## src/rtl/uc_multiciclo.sv

```systemverilog
// uc_multiciclo: two-phase (FETCH/EXEC) control unit for microc with start/halt, illegal-opcode trap and retired counter
module uc_multiciclo #(
  parameter int CNT_W = 16
) (
  input  logic             clk,
  input  logic             reset,
  input  logic             start,
  input  logic             halt_req,
  input  logic [5:0]       Opcode,
  input  logic             z,
  output logic             s_inc,
  output logic             s_inm,
  output logic             we3,
  output logic             wez,
  output logic [2:0]       Op,
  output logic             pc_en,
  output logic             busy,
  output logic             err,
  output logic [CNT_W-1:0] retired
);
  typedef enum logic [2:0] {IDLE, FETCH, EXEC, HALT, TRAP} state_t;
  state_t           state_q, state_d;
  logic [5:0]       ir_q;
  logic [CNT_W-1:0] retired_q;
  logic             op_ok, exec, is_li;
  always_comb op_ok = Opcode[5] || Opcode == 6'b000000 || Opcode[5:2] == 4'b0001 ||
                      Opcode == 6'b010000 || Opcode == 6'b010001 || Opcode == 6'b010010;
  always_comb begin
    state_d = state_q;
    case (state_q)
      IDLE, HALT: state_d = start ? FETCH : state_q;
      FETCH:      state_d = op_ok ? EXEC : TRAP;
      EXEC:       state_d = halt_req ? HALT : FETCH;
      default:    state_d = TRAP;
    endcase
  end
  always_ff @(posedge clk or negedge reset) begin
    if (!reset) begin
      state_q   <= IDLE;
      ir_q      <= '0;
      retired_q <= '0;
    end else begin
      state_q <= state_d;
      if (state_q == FETCH) ir_q <= Opcode;
      if (state_q == EXEC) retired_q <= retired_q + 1'b1;
    end
  end
  // Undefined opcodes never reach EXEC, so decode only distinguishes legal classes
  always_comb begin
    exec  = state_q == EXEC;
    is_li = ir_q[5:2] == 4'b0001;
    s_inc = exec && (ir_q == 6'b010000 ? 1'b0 : ir_q == 6'b010001 ? ~z : ir_q == 6'b010010 ? z : 1'b1);
    s_inm = exec && is_li;
    we3   = exec && (ir_q[5] || is_li);
    wez   = exec && (ir_q[5] || is_li);
    Op    = exec && ir_q[5] ? ir_q[4:2] : 3'b000;
    pc_en = exec;
    busy  = state_q == FETCH || exec;
    err   = state_q == TRAP;
  end
  assign retired = retired_q;
endmodule

```

## config.mk

```make
export PLATFORM = sky130hd
export DESIGN_NAME = uc_multiciclo
export DESIGN_NICKNAME = d
export VERILOG_FILES = /design/src/rtl/uc_multiciclo.sv
export SDC_FILE = /design/constraint.sdc
export NUM_CORES = 1
export LEC_CHECK = 0
export ABC_AREA = 1
export CAP_MARGIN = 20
export CELL_PAD_IN_SITES_DETAIL_PLACEMENT = 1
export CELL_PAD_IN_SITES_GLOBAL_PLACEMENT = 1
export CORE_UTILIZATION = 37
export DETAILED_ROUTE_END_ITERATION = 10
export PLACE_DENSITY_LB_ADDON = 0.1
export SKIP_LAST_GASP = 1
export SLEW_MARGIN = 5
export SYNTH_ARGS = -nofsm -noshare
export SYNTH_HDL_FRONTEND = slang
export SYNTH_SLANG_ARGS = --single-unit
export TNS_END_PERCENT = 20
```

## constraint.sdc

```tcl
create_clock -name clk -period 3 [get_ports clk]
set_clock_uncertainty 0.05 [all_clocks]
set_input_delay 0.6 -clock clk [delete_from_list [all_inputs] [get_ports clk]]
set_output_delay 0.6 -clock clk [all_outputs]
set_load 0.03 [all_outputs]
```

After elaboration in Yosys (flattened, before gate mapping)
Cells that the tools add are included.

Flip-flop bits (word level): 25. Input port bits: 11. Output and inout bits: 26. Logic and storage cells: 40.

Add/sub/neg operators: 1. Eq/ne operators: 13. Multiplexer cells: 8. Bitwise gates (word level): 1. Reductions and logical operators: 14.

Operators with widths (count): equality test 6 x 5 -> 1 bit (second input constant) (6); adder 16 x 1 -> 16 bit (second input constant) (1); 2-to-1 mux 3 bit (3); one-hot mux 3 bit (3 select lines) (1); equality test 4 x 1 -> 1 bit (second input constant) (2); logical OR 1 bit (7); equality test 3 x 2 -> 1 bit (second input constant) (2); zero test 6 bit (1); logical AND 1 bit (4); equality test 3 x 1 -> 1 bit (second input constant) (1); equality test 3 bit (second input constant) (1); zero test 3 bit (1); 2-to-1 mux 1 bit (3); 2-to-1 mux 2 bit (1); inequality test 2 bit (second input constant) (1); OR reduction 2 bit (1); inverter 1 bit (1).

Depth between registers and ports, before layout
Gate-level depths: netlist of the first run.

Word-level depth: 8. Gate-level depth with buffers: 9. Gate-level depth less buffers: 9.

Worst setup path after synthesis of the first run
Ideal clock, no wire load.

Kind: register to output. Start: reg state_q[2]. End: out wez. Data arrival time: 1.772 ns. Required time: 2.350 ns. Slack: 0.578 ns. Stages on the path, launching flop included: 6. Buffers on the path: 2. Cell sequence: dfrtp_1 > inv_2 > nand3_4 > buf_6 > o21ai_0 > buf_4.

Word-level cells in the longest chain between the ends: 2.

RTL lines: start: declaration (line 22) `state_t state_q, state_d;`; start signal: assignment (line 43) `state_q <= state_d;`; equality test 3 x 2 -> 1 bit (line 50) `exec = state_q == EXEC;`; logical AND 1 bit; end: declaration (line 14) `output logic wez,`.

Every way passes these cells.

Final worst setup path of the first run
Start: reg state_q[0]. End: out we3.

Word-level cells in the longest chain between the ends: 2.

RTL lines: equality test 3 x 2 -> 1 bit (line 50); logical AND 1 bit (line 54) `we3 = exec && (ir_q[5] || is_li);`; end: declaration (line 13) `output logic we3,`.

Every way passes these cells.

==> results of run 1 <==
==> cells by family (layout without fill, tap and decap cells) <==
logic type	Yosys count	in the layout	synth area share [%]
AOI/OAI and AO/OA	12	12	4.270
DFF	25	25	44.48
adders and majority gates	1	1	0.8895
xor gates and xnor gates	9	9	6.139
buffers and inverters	33	72	9.875
and+or+nand+nor	100	100	33.63
muxes	1	1	0.7118
==> registers in the layout (all words and copies together) (netlist names) <==
name,cells
retired,16
state_q,3
ir_q,6
==> routing by layer <==
| metal | wire length [um] | track usage, % | part of all wire [%] | up-vias |
|---|---|---|---|---|
| li1 | - | - | - | 627 |
| met1 | 1326 | 21.40 | 42 | 589 |
| met2 | 1693 | 32.58 | 54 | 21 |
| met3 | 79 | 2.174 | 2.5 | 5 |
| met4 | 49 | 6.818 | 1.6 | 0 |
| met5 | 0 | 0 | 0 | - |
==> through the flow <==
| step | hold WS (ns) | setup WS [ns] |
|---|---|---|
| 2_1_floorplan | 0.2544 | 0.5779 |
| 3_3_place_gp | 0.4118 | 0.3826 |
| 3_5_place_dp | 0.4230 | 0.3531 |
| 4_1_cts | 0.4565 | 0.1960 |
| 5_1_grt | 0.4769 | 0.02982 |
| 6_report | 0.4566 | 0.2250 |
==> power by group through the flow <==
stage / Clock [mW] / Combinational (mW) / Sequential, mW
after detailed placement: 0 / 0.0284 / 0.343
final: 0.215 / 0.0272 / 0.337
after global routing: 0.230 / 0.0304 / 0.337
after global placement: 0 / 0.0272 / 0.343
after floorplan: 0 / 0.00407 / 0.343
after CTS: 0.220 / 0.0283 / 0.337
==> layout by cell type, fill, tap and decap left out, types with 3 or more instances in the layout <==
cell / synthesis / routed
clkbuf_8: 0 / 3
clkdlybuf4s50_1: 0 / 36
dfrtp_1: 25 / 25
inv_1: 28 / 28
nand2_1: 57 / 57
nand3_1: 5 / 5
nand4_1: 4 / 4
nor2_1: 20 / 20
o21ai_0: 9 / 9
xor2_1: 6 / 6
==> final cells by class <==
cell class                      instances  area (um2)
Multi-Input combinational cell        123       641.9
Sequential cell                        25       625.6
Clock buffer                            3       41.29
Clock inverter                          1       7.507
Fill cell                             467        1797
Inverter                               30       112.6
Timing Repair Buffer                   38       375.4
Tap cell                               48       60.06
==> worst max-delay path, delay by kind of cell, from the launching register on <==
| kind | cells | cell delay [ns] |
|---|---|---|
| AND/OR/NAND/NOR | 2 | 0.32 |
| AO/OA/AOI/OAI | 1 | 0.12 |
| buffers and inverters | 3 | 1.00 |
| flip-flops | 1 | 0.40 |
==> worst max path at each step <==
stage / startpoint / end / slack, ns
floorplan: state_q[2] / wez / 0.58
global placement: z / s_inc / 0.38
detailed placement: z / s_inc / 0.35
CTS: state_q[0] / we3 / 0.20
global route: state_q[0] / we3 / 0.03
finish: state_q[0] / we3 / 0.22
==> out/metrics.csv, run 1 <==
metric,value,unit
netlist_top_cells_area,"dfrtp_1 (44%), nand2_1 (15%), inv_1 (7.5%)",
ir_drop,0.1360,mV
min_to,ir_q[0],
outcome,"complete, no violations",
grt_antenna_before_repair,0,
grt-ovfl-total,0,
relSlewSlack,77.62,%
internal_power,0.4456,mW
route.antenna.remaining_nets,0,
post-route-min-period,2.775,ns
avgRoutedWirePerCell,11.75,um
synth.top_cells.by_count,"nand2_1 (57), inv_1 (28), dfrtp_1 (25), nor2_1 (20), o21ai_0 (9)",
track_usage,18.00,%
reg2reg_slack,1.56,ns
yosysMostFrequentCell,nand2_1,
post_cts_resized,0,
yosysSeqAreaShare,44.48,%
swShare,23.09,%
cts_tree,yes,
maxCapViolCount,0,
hold_buffers,0,
fmax,360.4,MHz
io_buffers,36,
syn_avg_cell_area,7.770,um2
core,3661,um2
r2r_end,retired[11],
stdcell_area,1864,um2
clkPwrFrac,37.2,%
initial_core_util,38.41,%
rsz0062_at_grt,false,
crit_arrival,2.13,ns
row_count,22,
cts.sinks,25,
synth_top_area_share,44.48,%
path_class,reg -> out,
r2r_cells,8,
layoutNonFillerInstCount,268,
seqPwrFrac,58.1,%
htree_levels,1,
drv_slew,0,
clkTransAtPathRegs,0.10,ns
grt_max_degree,26,
fin_util,50.92,%
hold_start,ir_q[0],
combPwrFrac,4.7,%
fp.dieH,63.65,um
required,2.35,ns
post-route-period-util,92.50,%
start_kind,flop,
tns,0,ns
power,0.5793,mW
clockBufferDepth,2,
nets,233,
yosysWarnings,0,
synth.distinct_cells,26,
areaGrowthSynthToFinish,32.56,%
worstPathCellList,"inv_1, nand3_4, inv_2, nand2_1, o21ai_0, clkdlybuf4s50_1",
finalHoldViolCount,0,
hold_path_class,reg -> reg,
synth_edf_count,0,
viasPerCell,4.634,
postCtsSetupBuffers,0,
setup_viol,0,
gp_congestion,0.7292,
tightest_slew,0.3357,ns
dr.pass1.iters,2,
syn_area,1406,um2
die_x,63.65,um
power_density,310.8,nW/um2
cp_max_fo,13,
min_path_cells,2,
drtIter0Drc,50,
ys_async_sr_fraction,100.0,%
reg2reg_from,state_q[0],
synth_cells,181,
antenna_cells,0,
grt_pass1_vias,1233,
placed_cells,264,
cpPeakStageDelay,0.71,ns
synth_fp_nets,193,
place_hpwl,2561,um
synth_area_leader_cell,dfrtp_1,
power_switching,0.1338,mW
critPathCaptureType,primary output,
grt_pass1_wl,5616,um
clock_latency,0.28,ns
cts-buffers-inserted,3,
synth-seq-cells,25,
cellLeakagePower,0.9229,nW
dieArea,4051,um2
cts_root_buffer,clkbuf_8,
drive_above_1_share,7.727,%
drc_errors,0,
placed_area,1815,um2
ioPinCount,37,
wirelength,3148,um
synth_ff_type,dfrtp_1,
crit_slowest_cell,clkdlybuf4s50_1,
via_count,1242,
(Power assumes the default switching activity.)
==> inputs of run 2 (changes only) <==
--- a/config.mk
+++ b/config.mk
@@ -5,11 +5,10 @@
 export SDC_FILE = /design/constraint.sdc
 export NUM_CORES = 1
 export LEC_CHECK = 0
-export ABC_AREA = 1
 export CAP_MARGIN = 20
 export CELL_PAD_IN_SITES_DETAIL_PLACEMENT = 1
 export CELL_PAD_IN_SITES_GLOBAL_PLACEMENT = 1
-export CORE_UTILIZATION = 37
+export CORE_UTILIZATION = 38
 export DETAILED_ROUTE_END_ITERATION = 10
 export PLACE_DENSITY_LB_ADDON = 0.1
 export SKIP_LAST_GASP = 1
==> out/metrics.csv, run 2 <==
metric,value,unit,change
seqCellArea,625.6,um2,unchanged
layout_commonest_cell,clkdlybuf4s50_1,,
fin_util,54.13,%,+3.2 points
synth.distinct_cells,30,,+15%
row_count,20,,-9.1%
antenna_cells,0,,unchanged
core,3028,um2,-17%
yosysSeqAreaShare,52.14,%,+7.7 points
grt_pass1_vias,942,,-24%
synth_ff_type,dfrtp_1,,
cts_root_buffer,clkbuf_4,,
clock_latency,0.31,ns,+0.03 ns
synth_edf_count,0,,unchanged
synth_fp_nets,114,,-41%
cp_max_fo,10,,-3
grt_pass1_wl,4319,um,-23%
areaGrowthSynthToFinish,36.60,%,
post-route-period-util,99.01,%,+6.5 points
track_usage,17.01,%,-0.99 points
maxCapViolCount,0,,unchanged
drv_slew,0,,unchanged
ir_drop,0.2510,mV,+85%
synth_cells,102,,-44%
syn_area,1200,um2,-15%
path_class,reg -> out,,
tightest_slew,0.6896,ns,+0.3539 ns
clkTransAtPathRegs,0.13,ns,+0.03 ns
hold_path_class,reg -> reg,,
seqPwrFrac,55.3,%,-2.8 points
viasPerCell,4.995,,+7.8%
nets,155,,-33%
io_buffers,36,,unchanged
fp.dieH,58.19,um,-8.6%
post-route-min-period,2.970,ns,+0.1952 ns
dr.pass1.iters,2,,unchanged
ys_async_sr_fraction,100.0,%,unchanged
fill_cells,341,,-27%
required,2.35,ns,about the same
swShare,32.67,%,+9.6 points
relSlewSlack,52.84,%,-25 points
drive_above_1_share,14.08,%,+6.4 points
hold_buffers,0,,unchanged
multiInputGateArea,543.0,um2,-15%
start_kind,flop,,
crit_arrival,2.32,ns,+0.19 ns
synth_area_leader_cell,dfrtp_1,,
die_x,58.19,um,-8.6%
yosysMostFrequentCell,dfrtp_1,,
drtIter0Drc,28,,-44%
cts.sinks,25,,unchanged
wirelength,2537,um,-19%
finalHoldViolCount,0,,unchanged
rsz0062_at_grt,true,,
final_cell_mix,"clkdlybuf4s50_1 (34), dfrtp_1 (25), xnor2_1 (15)",,
avgRoutedWirePerCell,13.64,um,+16%
cts-buffers-inserted,3,,unchanged
largest_reg_flops,16,,unchanged
drc_errors,0,,unchanged
ioPinCount,37,,unchanged
internal_power,0.5764,mW,+29%
cellLeakagePower,0.6817,nW,-26%
setup_slack,0.02977,ns,-0.1952 ns
combPwrFrac,27.2,%,+23 points
power_density,522.3,nW/um2,+68%
clockBufferDepth,2,,unchanged
setup_viol,0,,unchanged
syn_avg_cell_area,11.76,um2,+51%
htree_levels,1,,unchanged
dieArea,3386,um2,-16%
critPathCaptureType,primary output,,
cts_tree,yes,,
initial_core_util,39.63,%,+1.2 points
yosysWarnings,0,,unchanged
route.antenna.remaining_nets,0,,unchanged
grt_max_degree,26,,unchanged
clkPwrFrac,17.4,%,-20 points
power_switching,0.2797,mW,+110%
synth.top_cells.by_count,"dfrtp_1 (25), xnor2_1 (15), nand2_1 (8), mux2_2 (6), nand4_1 (5)",,
synth_top_area_share,52.14,%,+7.7 points
synth-seq-cells,25,,unchanged
gp_congestion,0.6855,,-6.0%
grt_antenna_before_repair,0,,unchanged
place_hpwl,1922,um,-25%
netlist_top_cells_area,"dfrtp_1 (52%), xnor2_1 (11%), mux2_2 (5.6%)",,
via_count,929,,-25%
grt-ovfl-total,0,,unchanged
dpl_worst_slack,0.3257,ns,-0.02748 ns
fmax,336.7,MHz,-6.6%
outcome,"complete, no violations",,
run 2: through the flow:
step	power (mW)	cell area [um2]	instances	setup TNS (ns)	hold WS (ns)
floorplan	0.6122	1200	102	0	0.2544
global placement	0.7079	1612	182	0	0.4107
detailed placement	0.7169	1612	182	0	0.4217
CTS	0.8717	1637	186	-0.02760	0.4428
global route	0.9150	1639	186	-0.1980	0.4684
finish	0.8562	1639	186	0	0.4372
run 2: final cells by class:
class / instances / area share [%]
Inverter: 2 / 0.7634
Multi-Input combinational cell: 73 / 33.13
Timing Repair Buffer: 38 / 22.98
Tap cell: 44 / 3.359
Sequential cell: 25 / 38.17
Clock buffer: 4 / 1.603
run 2: worst max-delay path: stages, from the launching register on:
cell	delay, ns
dfrtp_1	0.46
or3b_1	0.56
clkinv_4	0.15
and3_1	0.18
clkdlybuf4s50_1	0.67
run 2: cell families (layout without fill, tap and decap cells):
family	Yosys count	after routing	synth area share, %
flops	25	25	52.14
fa+ha+maj	1	1	1.043
mux	8	8	7.299
compound gates	7	7	4.067
buf+inv	4	44	2.607
xor+xnor	15	15	10.95
simple gates	42	42	21.90
run 2: power groups by stage:
stage	logic (mW)	clock network (mW)	registers (mW)
floorplan	0.123	0	0.489
global placement	0.231	0	0.477
detailed placement	0.236	0	0.481
CTS	0.237	0.161	0.473
global route	0.257	0.172	0.486
finish	0.233	0.149	0.474
run 2: metal layers:
layer	share of wire, %	wire length (um)	track usage (%)	vias up
met5	0	0	0	-
met4	0.95	24	7.143	0
met3	3.7	94	3.571	2
met2	54	1364	29.89	19
met1	42	1053	20.11	467
li1	-	-	-	441
run 2: path summary, 6_finish.rpt:
check	startpoint	slack, ns	depth (start not counted)	endpoint
setup / recovery	state_q[0]	0.03	4	Op[1]
hold / removal	retired[15]	0.44	1	retired[15]
setup reg to reg	state_q[0]	1.19	5	retired[6]
hold reg to reg	retired[15]	0.44	1	retired[15]
max in group asynchronous	reset	2.06	2	retired[7]
min in group asynchronous	reset	0.59	2	retired[4]
run 2: repair_timing:
item | 4_1_cts | 5_1_grt
hold endpoints to repair | 0 | 0
pin swaps | 0 | 0
setup endpoints to repair | 4 | 4
buffers inserted | 0 | 0
gates resized for setup | 1 | 1
==> inputs of run 3 (changes only) <==
--- a/config.mk
+++ b/config.mk
@@ -8,6 +8,7 @@
 export CAP_MARGIN = 20
 export CELL_PAD_IN_SITES_DETAIL_PLACEMENT = 1
 export CELL_PAD_IN_SITES_GLOBAL_PLACEMENT = 1
+export CORE_ASPECT_RATIO = 1.1
 export CORE_UTILIZATION = 38
 export DETAILED_ROUTE_END_ITERATION = 10
 export PLACE_DENSITY_LB_ADDON = 0.1
==> out/metrics.csv, run 3 (same netlist as run 2, synthesis figures left out) <==
metric,value,unit,change
io_buffers,36,,unchanged
placed_area,1607,um2,-0.31%
drive_above_1_share,14.69,%,+0.60 points
path_buf_inv,2,,unchanged
clock_latency,0.30,ns,about the same
cpPeakStageDelay,0.67,ns,about the same
min_to,retired[15],,
layoutNonFillerInstCount,177,,-4.8%
gp_congestion,0.6876,,+0.31%
nets,156,,+0.65%
final_cell_mix,"clkdlybuf4s50_1 (35), dfrtp_1 (25), xnor2_1 (15)",,
placed_cells,173,,-4.9%
hold_buffers,0,,unchanged
fp.dieH,60.94,um,+4.7%
maxCapViolCount,0,,unchanged
start_kind,flop,,
power_density,528.9,nW/um2,+1.3%
htree_levels,1,,unchanged
path_class,reg -> out,,
cts-buffers-inserted,3,,unchanged
worstPathCellList,"or3b_1, clkinv_4, and3_1, clkdlybuf4s50_1",,
grt_pass1_vias,946,,+0.42%
route.antenna.remaining_nets,0,,unchanged
grt-ovfl-total,0,,unchanged
grt_pass1_wl,4416,um,+2.2%
drc_errors,0,,unchanged
post-route-min-period,2.943,ns,-0.02771 ns
initial_core_util,39.71,%,+0.082 points
cp_top_family,buffers and inverters,,
cts_tree,yes,,
crit_slowest_cell,clkdlybuf4s50_1,,
setup_viol,0,,unchanged
post-route-period-util,98.08,%,-0.92 points
core,3022,um2,-0.21%
clockBufferDepth,2,,unchanged
cellLeakagePower,0.6818,nW,about the same
ioPinCount,37,,unchanged
via_count,925,,-0.43%
dr.pass1.iters,3,,+1
r2r_cells,4,,-1
rsz0062_at_grt,true,,
fill_cells,334,,-2.1%
tightest_slew,0.5337,ns,-0.1559 ns
min_path_cells,1,,unchanged
crit_arrival,2.29,ns,-0.03 ns
r2r_end,retired[15],,
areaGrowthSynthToFinish,36.29,%,
outcome,"complete, no violations",,
layout_commonest_cell,clkdlybuf4s50_1,,
cts.sinks,25,,unchanged
finalHoldViolCount,0,,unchanged
hold_start,retired[15],,
cp_max_fo,10,,unchanged
cts_root_buffer,clkbuf_4,,
largest_reg_flops,16,,unchanged
reg2reg_from,state_q[0],,
grt_max_degree,26,,unchanged
hold_path_class,reg -> reg,,
wirelength,2596,um,+2.3%
drv_slew,0,,unchanged
antenna_cells,0,,unchanged
drtIter0Drc,10,,-64%
fmax,339.8,MHz,+0.94%
reg2reg_slack,1.19,ns,about the same
dieArea,3386,um2,about the same
ir_drop,0.2889,mV,+15%
avgRoutedWirePerCell,14.67,um,+7.5%
stdcell_area,1635,um2,-0.23%
relSlewSlack,63.50,%,+11 points
critPathCaptureType,primary output,,
place_hpwl,1996,um,+3.9%
row_count,21,,+5.0%
grt_antenna_before_repair,0,,unchanged
viasPerCell,5.226,,+4.6%
required,2.35,ns,about the same
track_usage,16.67,%,-0.35 points
die_x,55.58,um,-4.5%
clkTransAtPathRegs,0.14,ns,about the same
[run 3: power breakdown]
| group | total (mW) | internal, mW | switching, mW | leakage (nW) |
|---|---|---|---|---|
| registers | 0.479 | 0.400 | 0.0791 | 0.328 |
| logic | 0.237 | 0.126 | 0.111 | 0.339 |
| clock network | 0.149 | 0.0518 | 0.0972 | 0.0150 |
| total | 0.865 | 0.578 | 0.287 | 0.682 |
[run 3: how the worst max path moves through the flow]
stage                     startpoint  endpoint  depth (start not counted)
after floorplan           state_q[0]     s_inm                          3
after global placement             z     s_inc                          4
after detailed placement           z     s_inc                          4
after CTS                 state_q[0]     s_inm                          3
after global routing      state_q[0]     Op[0]                          4
final                     state_q[0]     Op[0]                          4
[run 3: worst register-to-register path, delay by kind of cell, from the launching register on]
kind | cells | cell delay (ns)
XOR/XNOR | 1 | 0.15
AND/OR/NAND/NOR | 3 | 1.06
flip-flops | 1 | 0.46
[run 3: area by class of cell]
class                           count  area (um2)  share of cell area, %
Sequential cell                    25       625.6                  38.26
Multi-Input combinational cell     73       543.0                  33.21
Timing Repair Buffer               39       385.4                  23.57
Tap cell                           34       42.54                  2.601
Inverter                            2       12.51                 0.7651
Clock buffer                        4       26.28                  1.607
[run 3: per-stage QoR]
stage / utilization (%) / total power [mW] / worst slack [ns] / hold slack, ns / setup TNS (ns)
floorplan: - / 0.6122 / 0.4579 / 0.2544 / 0
global placement: 53.17 / 0.7113 / 0.3417 / 0.4108 / 0
detailed placement: 53.17 / 0.7249 / 0.3515 / 0.4168 / 0
CTS: 54.04 / 0.8742 / 0.007061 / 0.4432 / 0
global route: 54.12 / 0.9236 / -0.06079 / 0.4690 / -0.1584
finish: 54.12 / 0.8649 / 0.05748 / 0.4337 / 0
[run 3: per-layer routing]
layer	track usage (%)	wire [um]	vias up
met4	4.286	17	0
met5	0	0	-
met3	1.919	86	2
li1	-	-	443
met1	20.59	1134	458
met2	31.50	1357	22
[run 3: timing repair]
item,in CTS,in global routing
setup endpoints to repair,0,6
resized for setup,0,1
setup buffers,0,0
endpoints found under the hold margin,0,0
